`config.mk`:
```
export PLATFORM = sky130hd
export DESIGN_NAME = rst_seq_ctrl
export DESIGN_NICKNAME = d
export VERILOG_FILES = /design/src/rtl/rst_seq_pkg.sv /design/src/rtl/rst_seq_cnt.sv /design/src/rtl/rst_seq_ctrl.sv
export SDC_FILE = /design/constraint.sdc
export NUM_CORES = 1
export LEC_CHECK = 0
export BUFFER_PORTS_ARGS = -buffer_cell sky130_fd_sc_hd__buf_2
export CORE_ASPECT_RATIO = 1.4
export CORE_MARGIN = 5
export CORE_UTILIZATION = 40
export DETAILED_ROUTE_END_ITERATION = 6
export PLACE_DENSITY = 0.6
export SYNTH_ARGS = -nofsm -noshare
export SYNTH_HDL_FRONTEND = slang
export SYNTH_SLANG_ARGS = --single-unit
```
`constraint.sdc`:
```
create_clock -name clk -period 3.79 [get_ports clk]
set_input_delay 0.758 -clock clk [delete_from_list [all_inputs] [get_ports clk]]
set_output_delay 0.758 -clock clk [all_outputs]
set_load 0.03 [all_outputs]
```
`src/rtl/rst_seq_pkg.sv`:
```
// +------------------------------------------------------------------+
// | rst_seq_pkg: shared types and helpers for the reset sequencer     |
// | Rev 1.0                                                          |
// +------------------------------------------------------------------+
`default_nettype none

package rst_seq_pkg;

  localparam int c_state_w = 3;

  typedef enum logic [c_state_w-1:0] {
    HOLD     = 3'd0,
    WAIT_RDY = 3'd1,
    GAP      = 3'd2,
    DONE     = 3'd3,
    ERROR    = 3'd4
  } seq_state_e;

  // Index width for a domain count; never below one bit.
  function automatic int idx_width(input int n);
    return (n > 1) ? $clog2(n) : 1;
  endfunction

endpackage

`default_nettype wire

```
`src/rtl/rst_seq_cnt.sv`:
```
// +------------------------------------------------------------------+
// | rst_seq_cnt: loadable up-counter with clear and terminal compare  |
// | Rev 1.0                                                          |
// +------------------------------------------------------------------+
`default_nettype none

module rst_seq_cnt #(
  parameter int CNT_W = 8
) (
  input  logic             clk,
  input  logic             rst,
  input  logic             clr,
  input  logic             load,
  input  logic             inc,
  input  logic [CNT_W-1:0] load_val,
  input  logic [CNT_W-1:0] term_val,
  output logic [CNT_W-1:0] cnt,
  output logic             at_term
);

  logic [CNT_W-1:0] r_cnt;

  always_ff @(posedge clk) begin
    if (rst) begin
      r_cnt <= '0;
    end else if (clr) begin
      r_cnt <= '0;
    end else if (load) begin
      r_cnt <= load_val;
    end else if (inc) begin
      r_cnt <= r_cnt + CNT_W'(1);
    end
  end

  assign cnt     = r_cnt;
  assign at_term = (r_cnt == term_val);

endmodule

`default_nettype wire

```
`src/rtl/rst_seq_ctrl.sv`:
```
// +------------------------------------------------------------------+
// | rst_seq_ctrl: ordered per-domain reset release with ready wait,   |
// | inter-release gap and optional watchdog (RST_SEQ_TIMEOUT_EN).     |
// | Rev 1.0                                                          |
// +------------------------------------------------------------------+
`default_nettype none

module rst_seq_ctrl
  import rst_seq_pkg::*;
#(
  parameter int  NUM_DOMAINS    = 4,
  parameter int  GAP_CYCLES     = 8,
  parameter int  TIMEOUT_CYCLES = 255,
  parameter int  CNT_W          = 8,
  localparam int IDX_W          = idx_width(NUM_DOMAINS)
) (
  input  logic                   clk,
  input  logic                   rst,
  input  logic                   sw_rst_req,
  input  logic [NUM_DOMAINS-1:0] dom_ready,
  output logic [NUM_DOMAINS-1:0] dom_rst_n,
  output logic                   seq_busy,
  output logic                   seq_done,
  output logic                   timeout_err,
  output logic [IDX_W-1:0]       err_idx
);

  localparam logic [CNT_W-1:0] c_gap_term = CNT_W'(GAP_CYCLES - 1);
  localparam logic [CNT_W-1:0] c_to_term  = CNT_W'(TIMEOUT_CYCLES - 1);
  localparam logic [IDX_W-1:0] c_last_idx = IDX_W'(NUM_DOMAINS - 1);

  seq_state_e             r_state;
  seq_state_e             w_state_nxt;
  logic [IDX_W-1:0]       r_idx;
  logic [IDX_W-1:0]       w_idx_nxt;
  logic [IDX_W-1:0]       w_idx_inc;
  logic [NUM_DOMAINS-1:0] r_rst_n;
  logic [NUM_DOMAINS-1:0] w_rst_n_nxt;
  logic                   r_busy;
  logic                   r_done;
  logic                   w_busy_nxt;
  logic                   w_done_nxt;
  logic                   w_cnt_clr;
  logic                   w_cnt_inc;
  logic                   w_at_term;
  logic [CNT_W-1:0]       w_term;
  logic [CNT_W-1:0]       w_cnt;

`ifdef RST_SEQ_TIMEOUT_EN
  logic                   r_err;
  logic                   w_err_nxt;
  logic [IDX_W-1:0]       r_err_idx;
  logic [IDX_W-1:0]       w_err_idx_nxt;
`endif

  // One counter serves both the gap timer and the ready watchdog.
  assign w_term    = (r_state == WAIT_RDY) ? c_to_term : c_gap_term;
  assign w_idx_inc = r_idx + IDX_W'(1);

  rst_seq_cnt #(
    .CNT_W (CNT_W)
  ) u_cnt (
    .clk      (clk),
    .rst      (rst),
    .clr      (w_cnt_clr),
    .load     (1'b0),
    .inc      (w_cnt_inc),
    .load_val ({CNT_W{1'b0}}),
    .term_val (w_term),
    .cnt      (w_cnt),
    .at_term  (w_at_term)
  );

  always_ff @(posedge clk) begin
    if (rst) begin
      r_state   <= HOLD;
      r_idx     <= '0;
      r_rst_n   <= '0;
      r_busy    <= 1'b1;
      r_done    <= 1'b0;
`ifdef RST_SEQ_TIMEOUT_EN
      r_err     <= 1'b0;
      r_err_idx <= '0;
`endif
    end else begin
      r_state   <= w_state_nxt;
      r_idx     <= w_idx_nxt;
      r_rst_n   <= w_rst_n_nxt;
      r_busy    <= w_busy_nxt;
      r_done    <= w_done_nxt;
`ifdef RST_SEQ_TIMEOUT_EN
      r_err     <= w_err_nxt;
      r_err_idx <= w_err_idx_nxt;
`endif
    end
  end

  always_comb begin
    w_state_nxt   = r_state;
    w_idx_nxt     = r_idx;
    w_rst_n_nxt   = r_rst_n;
    w_cnt_clr     = 1'b0;
    w_cnt_inc     = 1'b0;
`ifdef RST_SEQ_TIMEOUT_EN
    w_err_nxt     = r_err;
    w_err_idx_nxt = r_err_idx;
`endif

    if (sw_rst_req) begin
      // Software restart mirrors hardware reset and holds the counter at zero.
      w_state_nxt   = HOLD;
      w_idx_nxt     = '0;
      w_rst_n_nxt   = '0;
      w_cnt_clr     = 1'b1;
`ifdef RST_SEQ_TIMEOUT_EN
      w_err_nxt     = 1'b0;
      w_err_idx_nxt = '0;
`endif
    end else begin
      case (r_state)
        HOLD: begin
          if (w_at_term) begin
            w_rst_n_nxt[0] = 1'b1;
            w_idx_nxt      = '0;
            w_cnt_clr      = 1'b1;
            w_state_nxt    = WAIT_RDY;
          end else begin
            w_cnt_inc = 1'b1;
          end
        end

        WAIT_RDY: begin
          if (dom_ready[r_idx]) begin
            w_cnt_clr   = 1'b1;
            w_state_nxt = (r_idx == c_last_idx) ? DONE : GAP;
          end else begin
`ifdef RST_SEQ_TIMEOUT_EN
            if (w_at_term) begin
              w_cnt_clr     = 1'b1;
              w_err_nxt     = 1'b1;
              w_err_idx_nxt = r_idx;
              w_state_nxt   = ERROR;
            end else begin
              w_cnt_inc = 1'b1;
            end
`endif
          end
        end

        GAP: begin
          if (w_at_term) begin
            w_idx_nxt              = w_idx_inc;
            w_rst_n_nxt[w_idx_inc] = 1'b1;
            w_cnt_clr              = 1'b1;
            w_state_nxt            = WAIT_RDY;
          end else begin
            w_cnt_inc = 1'b1;
          end
        end

        DONE: begin
          w_state_nxt = DONE;
        end

`ifdef RST_SEQ_TIMEOUT_EN
        ERROR: begin
          w_state_nxt = ERROR;
        end
`endif

        default: begin
          w_state_nxt = HOLD;
          w_rst_n_nxt = '0;
          w_idx_nxt   = '0;
          w_cnt_clr   = 1'b1;
        end
      endcase
    end

    w_busy_nxt = (w_state_nxt != DONE);
    w_done_nxt = (w_state_nxt == DONE);
  end

  assign dom_rst_n = r_rst_n;
  assign seq_busy  = r_busy;
  assign seq_done  = r_done;

`ifdef RST_SEQ_TIMEOUT_EN
  assign timeout_err = r_err;
  assign err_idx     = r_err_idx;
`else
  assign timeout_err = 1'b0;
  assign err_idx     = '0;
`endif

endmodule

`default_nettype wire

```
==> impl_metrics.toml, run 1 <==
[cts]
ctsLongestPathBuffers = 2
hold_buffers = 0
cts_tree = "built"
htreeDepth = 1
cts_setup_buffers = 0
cts_resized = 0
clkLatencyLatePin_ps = 290
clockRootBuffer = "clkbuf_4"
numCtsBuffers = 3
clock_sinks = 19
clk_pin_slew_ps = 110

[cells_and_area]
syn2layout_area_growth_pct = 9.56
utilization_pct = 46.1
final_cell_area_um2 = 1000
drive_above_1_share_pct = 21.2
nets = 126
antenna_cells = 0

[global_route]
grt_overflow = 0
grt_max_degree = 12
antenna_found_initial = 0
grt_usage_pct = 10.7
grt_first_pass_wirelength_um = 2780
grt_pass1_vias = 642

[die]
die_y_um = 66.6
die_x_um = 50.4
dieArea_um2 = 3360
start_util_pct = 42.1
row_count = 20
ioPinCount = 16
core_um2 = 2180

[synth]
synth.top_cell.area_share_pct = 41.5
ys_ff_latch = 19
avgSynthCellArea_um2 = 9.07
synth.distinct_cells = 29
synth_most_common_cell = "dfxtp_1"
syn_area_um2 = 916
yosysSeqAreaShare_pct = 41.5
synth-async-reset-ratio_pct = 0
synth_edf_count = 0
synth_top_flop_cell = "dfxtp_1"
yosys.area.top_type = "dfxtp_1"
ys_warn_count = 0
synth.top_cells.by_count = "dfxtp_1, nor2_1, a21oi_1"
synth_cells = 101
synth.area.top_cells = "dfxtp_1, ha_1, a21oi_1"

[timing]
report.final.slew_viol_count = 0
fmax_mhz = 500
post-route-period-util_pct = 52.8
holdWs_ps = 464
hold_violations = 0
worst_pin_slew_ps = 639
finalCriticalPeriod_ps = 2000
tns_ps = 0
relSlewSlack_pct = 57.1
setup_viol = 0
rsz0062_at_grt = "false"
skew_ps = 1.76

[power_and_ir_drop]
ir_drop_mv = 0.199
power.density_nw_per_um2 = 319
p_leak_uw = 0.000358

[route]
initialDrtViolationCount = 9
drc = 0
num_vias = 725
routedWlPerCell_um = 12.5
vias_per_cell = 5.37
first_pass_iters = 4
routed_wl_um = 1680
drtAntennaViolNets = 0

[worst_setup_path]
reg2reg_from = "u_cnt.cnt[4]"
rr_worst_depth = 4
worstReg2RegEnd = "u_cnt.cnt[2]"
crit_arrival_ps = 2180
crit_type = "reg2reg"
worstSetupEndpointType = "flop"
startpoint_type = "flop"
r2r_slack_ps = 1790
required_ps = 3970
cp_max_fo = 8

[min_path]
holdPathEnd = "dom_rst_n[0]"
hold_path.startpoint = "dom_rst_n[0]"
hold_class = "reg2reg"
holdPathStages = 2

[placed_design]
placed_area_um2 = 976
portBuffers = 12
post-dp-hpwl_um = 1260
gp_congestion = 0.729

[flow_run]
drv_cap = 0

[outcome]
status = "complete, no violations"
==> routing by layer <==
| metal | vias up | GRT usage, % | routed length [µm] |
|---|---|---|---|
| li1 | 373 | - | - |
| met1 | 336 | 12.7 | 734 |
| met3 | 2 | 2.24 | 79 |
| met2 | 14 | 17.5 | 852 |
| met4 | 0 | 5.75 | 18 |
| met5 | - | 0 | 0 |
==> flip-flops by register name (all words and copies together), names as in the netlist <==
register,cells
u_cnt.cnt,8
dom_rst_n,4
r_state,3
r_idx,2
seq_busy,1
seq_done,1
==> report_power, final <==
| group | internal [µW] | switching, µW | leakage [µW] |
|---|---|---|---|
| logic | 5.34 | 10.7 | 0.000187 |
| registers | 200 | 1.31 | 0.000153 |
| clock network | 39.2 | 62.9 | 0.0000177 |
==> final cells by class <==
type                    count  area [µm²]
fillers                   221        1170
multi-input cells          73         489
flip-flops and latches     19         380
repair buffers             12        60.1
well taps                  22        27.5
clock buffers               3        22.5
inverters                   5        18.8
clock inverters             1        5.00
==> how the worst max path moves through the flow <==
stage | slack [ps] | to | cells after the start | startpoint
2_1_floorplan | 1940 | u_cnt.cnt[2] | 4 | u_cnt.cnt[4]
3_3_place_gp | 1790 | u_cnt.cnt[0] | 5 | sw_rst_req
3_5_place_dp | 1780 | u_cnt.cnt[2] | 5 | dom_ready[3]
4_1_cts | 1790 | u_cnt.cnt[2] | 4 | u_cnt.cnt[4]
5_1_grt | 1710 | u_cnt.cnt[6] | 4 | u_cnt.cnt[4]
6_report | 1790 | u_cnt.cnt[2] | 4 | u_cnt.cnt[4]
==> per-stage QoR <==
| stage | setup slack [ps] | power [µW] | instances |
|---|---|---|---|
| finish | 1790 | 320 | 135 |
| global route | 1710 | 334 | 135 |
| CTS | 1790 | 325 | 135 |
| detailed placement | 1780 | 222 | 131 |
| global placement | 1790 | 222 | 131 |
| floorplan | 1940 | 219 | 104 |
==> cells in the final DEF, fill, tap and decap left out <==
master	count
and4_2	1
xnor2_1	3
clkbuf_4	3
clkinv_2	1
and3_2	1
conb_1	4
or3_4	1
xor2_1	2
or4_1	1
o21ai_0	2
a21oi_1	9
ha_1	5
o31ai_1	1
inv_1	5
or4_4	1
a31oi_1	3
nand2_1	7
dfxtp_1	19
or3_1	2
nor4_4	1
or4_2	1
nor3_1	6
buf_2	12
nand3b_1	1
nor2_1	12
nand3_1	4
mux4_2	1
nand4_1	3
o311ai_4	1
==> worst max-delay path, stage by stage (launching register included) <==
cell      delay, ps
dfxtp_1         360
or4_4           590
or3_4           420
o311ai_4        400
nor3_1          110
==> cell families (layout without fill, tap and decap cells) <==
logic type | after synthesis | after routing | synth area share, %
multiplexers | 1 | 1 | 2.46
other | 1 | 4 | 0.409
flip-flops | 19 | 19 | 41.5
buffers and inverters | 12 | 21 | 6.28
XOR/XNOR | 5 | 5 | 4.78
AO/OA/AOI/OAI | 16 | 16 | 11.7
AND/OR/NAND/NOR | 42 | 42 | 26.0
adder cells (fa/ha/maj) | 5 | 5 | 6.83
Power figures use the tool's default switching activity.
==> run 2: changes to the inputs <==
--- a/config.mk
+++ b/config.mk
@@ -10,7 +10,7 @@
 export CORE_MARGIN = 5
 export CORE_UTILIZATION = 40
 export DETAILED_ROUTE_END_ITERATION = 6
-export PLACE_DENSITY = 0.6
+export PLACE_DENSITY = 0.63
 export SYNTH_ARGS = -nofsm -noshare
 export SYNTH_HDL_FRONTEND = slang
 export SYNTH_SLANG_ARGS = --single-unit
==> constraint.sdc (replaced) <==
create_clock -name clk -period 1.8 [get_ports clk]
set_input_delay 0.36 -clock clk [delete_from_list [all_inputs] [get_ports clk]]
set_output_delay 0.36 -clock clk [all_outputs]
set_load 0.03 [all_outputs]
==> impl_metrics.toml, run 2 (synthesis gave the netlist of run 1 again) <==
[cts]
numCtsBuffers = 3
htreeDepth = 1
clock_sinks = 19
clk_pin_slew_ps = 100
clkLatencyLatePin_ps = 290
ctsLongestPathBuffers = 2
cts_tree = "built"
hold_buffers = 0
clockRootBuffer = "clkbuf_4"

[route]
routedWlPerCell_um = 12.4
drc = 0
initialDrtViolationCount = 16
drtAntennaViolNets = 0
first_pass_iters = 2
routed_wl_um = 1860
num_vias = 778
vias_per_cell = 5.22

[cells_and_area]
nFillCells = 236
final_cell_area_um2 = 1120
largest_register_ff_count = 8
syn2layout_area_growth_pct = 22.8
drive_above_1_share_pct = 32.3
final_cell_mix = "dfxtp_1, buf_2, buf_4, nor2_1, a21oi_1"
antenna_cells = 0
nets = 140
utilization_pct = 51.7
final_common_cell = "dfxtp_1"

[worst_setup_path]
r2r_slack_ps = -20
reg2reg_from = "u_cnt.cnt[4]"
startpoint_type = "flop"
crit_type = "reg2reg"
cp.depth = 4
critPathSlowestCell = "or4_2"
worstReg2RegEnd = "r_state[1]"
required_ps = 1980
cp_max_fo = 4
endpoint = "r_state[1]"
crit_arrival_ps = 1990
crit_family = "simple AND/OR/NAND/NOR gates"
cp-startpoint = "u_cnt.cnt[4]"
cp_num_buf_inv = 0
worstSetupEndpointType = "flop"
crit_chain = "or4_4 > or4_2 > nand2_1 > a21oi_1"
critical_path.max_stage_delay_ps = 670
rr_worst_depth = 4

[timing]
report.final.slew_viol_count = 0
hold_violations = 0
skew_ps = 1.29
rsz0062_at_grt = "true"
timing.final.ws_setup_ps = -17.3
setup_viol = 3
post-route-period-util_pct = 101
fmax_mhz = 550
finalCriticalPeriod_ps = 1820

[die]
ioPinCount = 16
start_util_pct = 42.1
dieArea_um2 = 3360
row_count = 20
die_y_um = 66.6
core_um2 = 2180
die_x_um = 50.4

[global_route]
grt_pass1_vias = 743
grt_max_degree = 11
antenna_found_initial = 0
grt_overflow = 0
grt_first_pass_wirelength_um = 3170
grt_usage_pct = 12.1

[placed_design]
placed_area_um2 = 1070
post-dp-hpwl_um = 1410
gp_congestion = 0.787
portBuffers = 12

[flow_run]
drv_cap = 0

[power_and_ir_drop]
p_leak_uw = 0.000430
finalPower_uw = 673
ir_drop_mv = 0.297
power.density_nw_per_um2 = 598

[outcome]
status = "complete, but fails checks"
violations = "negative setup slack"

[min_path]
hold_class = "in2reg"
## run 2: routing by layer
layer / global-route usage (%) / wire, µm / vias up
li1: - / - / 400
met3: 2.46 / 73 / 2
met5: 0 / 0 / -
met2: 21.4 / 994 / 11
met4: 4.79 / 11 / 0
met1: 13.8 / 775 / 365
## run 2: power breakdown
group | internal, µW | switching [µW] | leakage, µW | total [µW]
sequential | 422 | 2.62 | 0.000154 | 424
clock | 86.1 | 124 | 0.0000150 | 210
combinational | 14.2 | 23.7 | 0.000261 | 38.0
total | 522 | 151 | 0.000430 | 673
## run 2: how the worst min path moves through the flow
stage | from | endpoint | slack, ps | cells after the start
global route | rst | seq_done | 390 | 4
finish | rst | seq_done | 380 | 4
CTS | rst | seq_done | 370 | 4
floorplan | u_cnt.cnt[1] | u_cnt.cnt[1] | 450 | 2
detailed placement | dom_rst_n[0] | dom_rst_n[0] | 450 | 2
global placement | dom_rst_n[0] | dom_rst_n[0] | 430 | 2
## run 2: cell type report
class	instances	area (µm²)	share of cell area, %
clock buffer	4	26.3	2.34
sequential	19	383	34.0
tap	22	27.5	2.45
inverter	5	18.8	1.67
timing repair buffer	26	173	15.4
multi-input combinational	73	497	44.2
## run 2: repair_timing
action,4_1_cts,5_1_grt
setup buffers,2,0
resized for setup,5,1
cloned,0,0
pin swaps,7,1
setup endpoints to repair,11,11
## run 2: stage by stage
| step | TNS [ps] | std cells | hold WS, ps | worst slack [ps] |
|---|---|---|---|---|
| 2_1_floorplan | -3.68 | 104 | 453 | -3.68 |
| 4_1_cts | -307 | 149 | 367 | -35.5 |
| 6_report | -37.5 | 149 | 377 | -17.3 |
| 5_1_grt | -526 | 149 | 389 | -64.9 |
| 3_3_place_gp | -370 | 143 | 433 | -52.5 |
| 3_5_place_dp | -529 | 143 | 445 | -84.1 |
## run 2: worst reg2reg max path: cells and delay by family (launching register included)
kind / cells / cell delay [ps]
simple gates: 3 / 1320
flops: 1 / 330
compound gates: 1 / 60
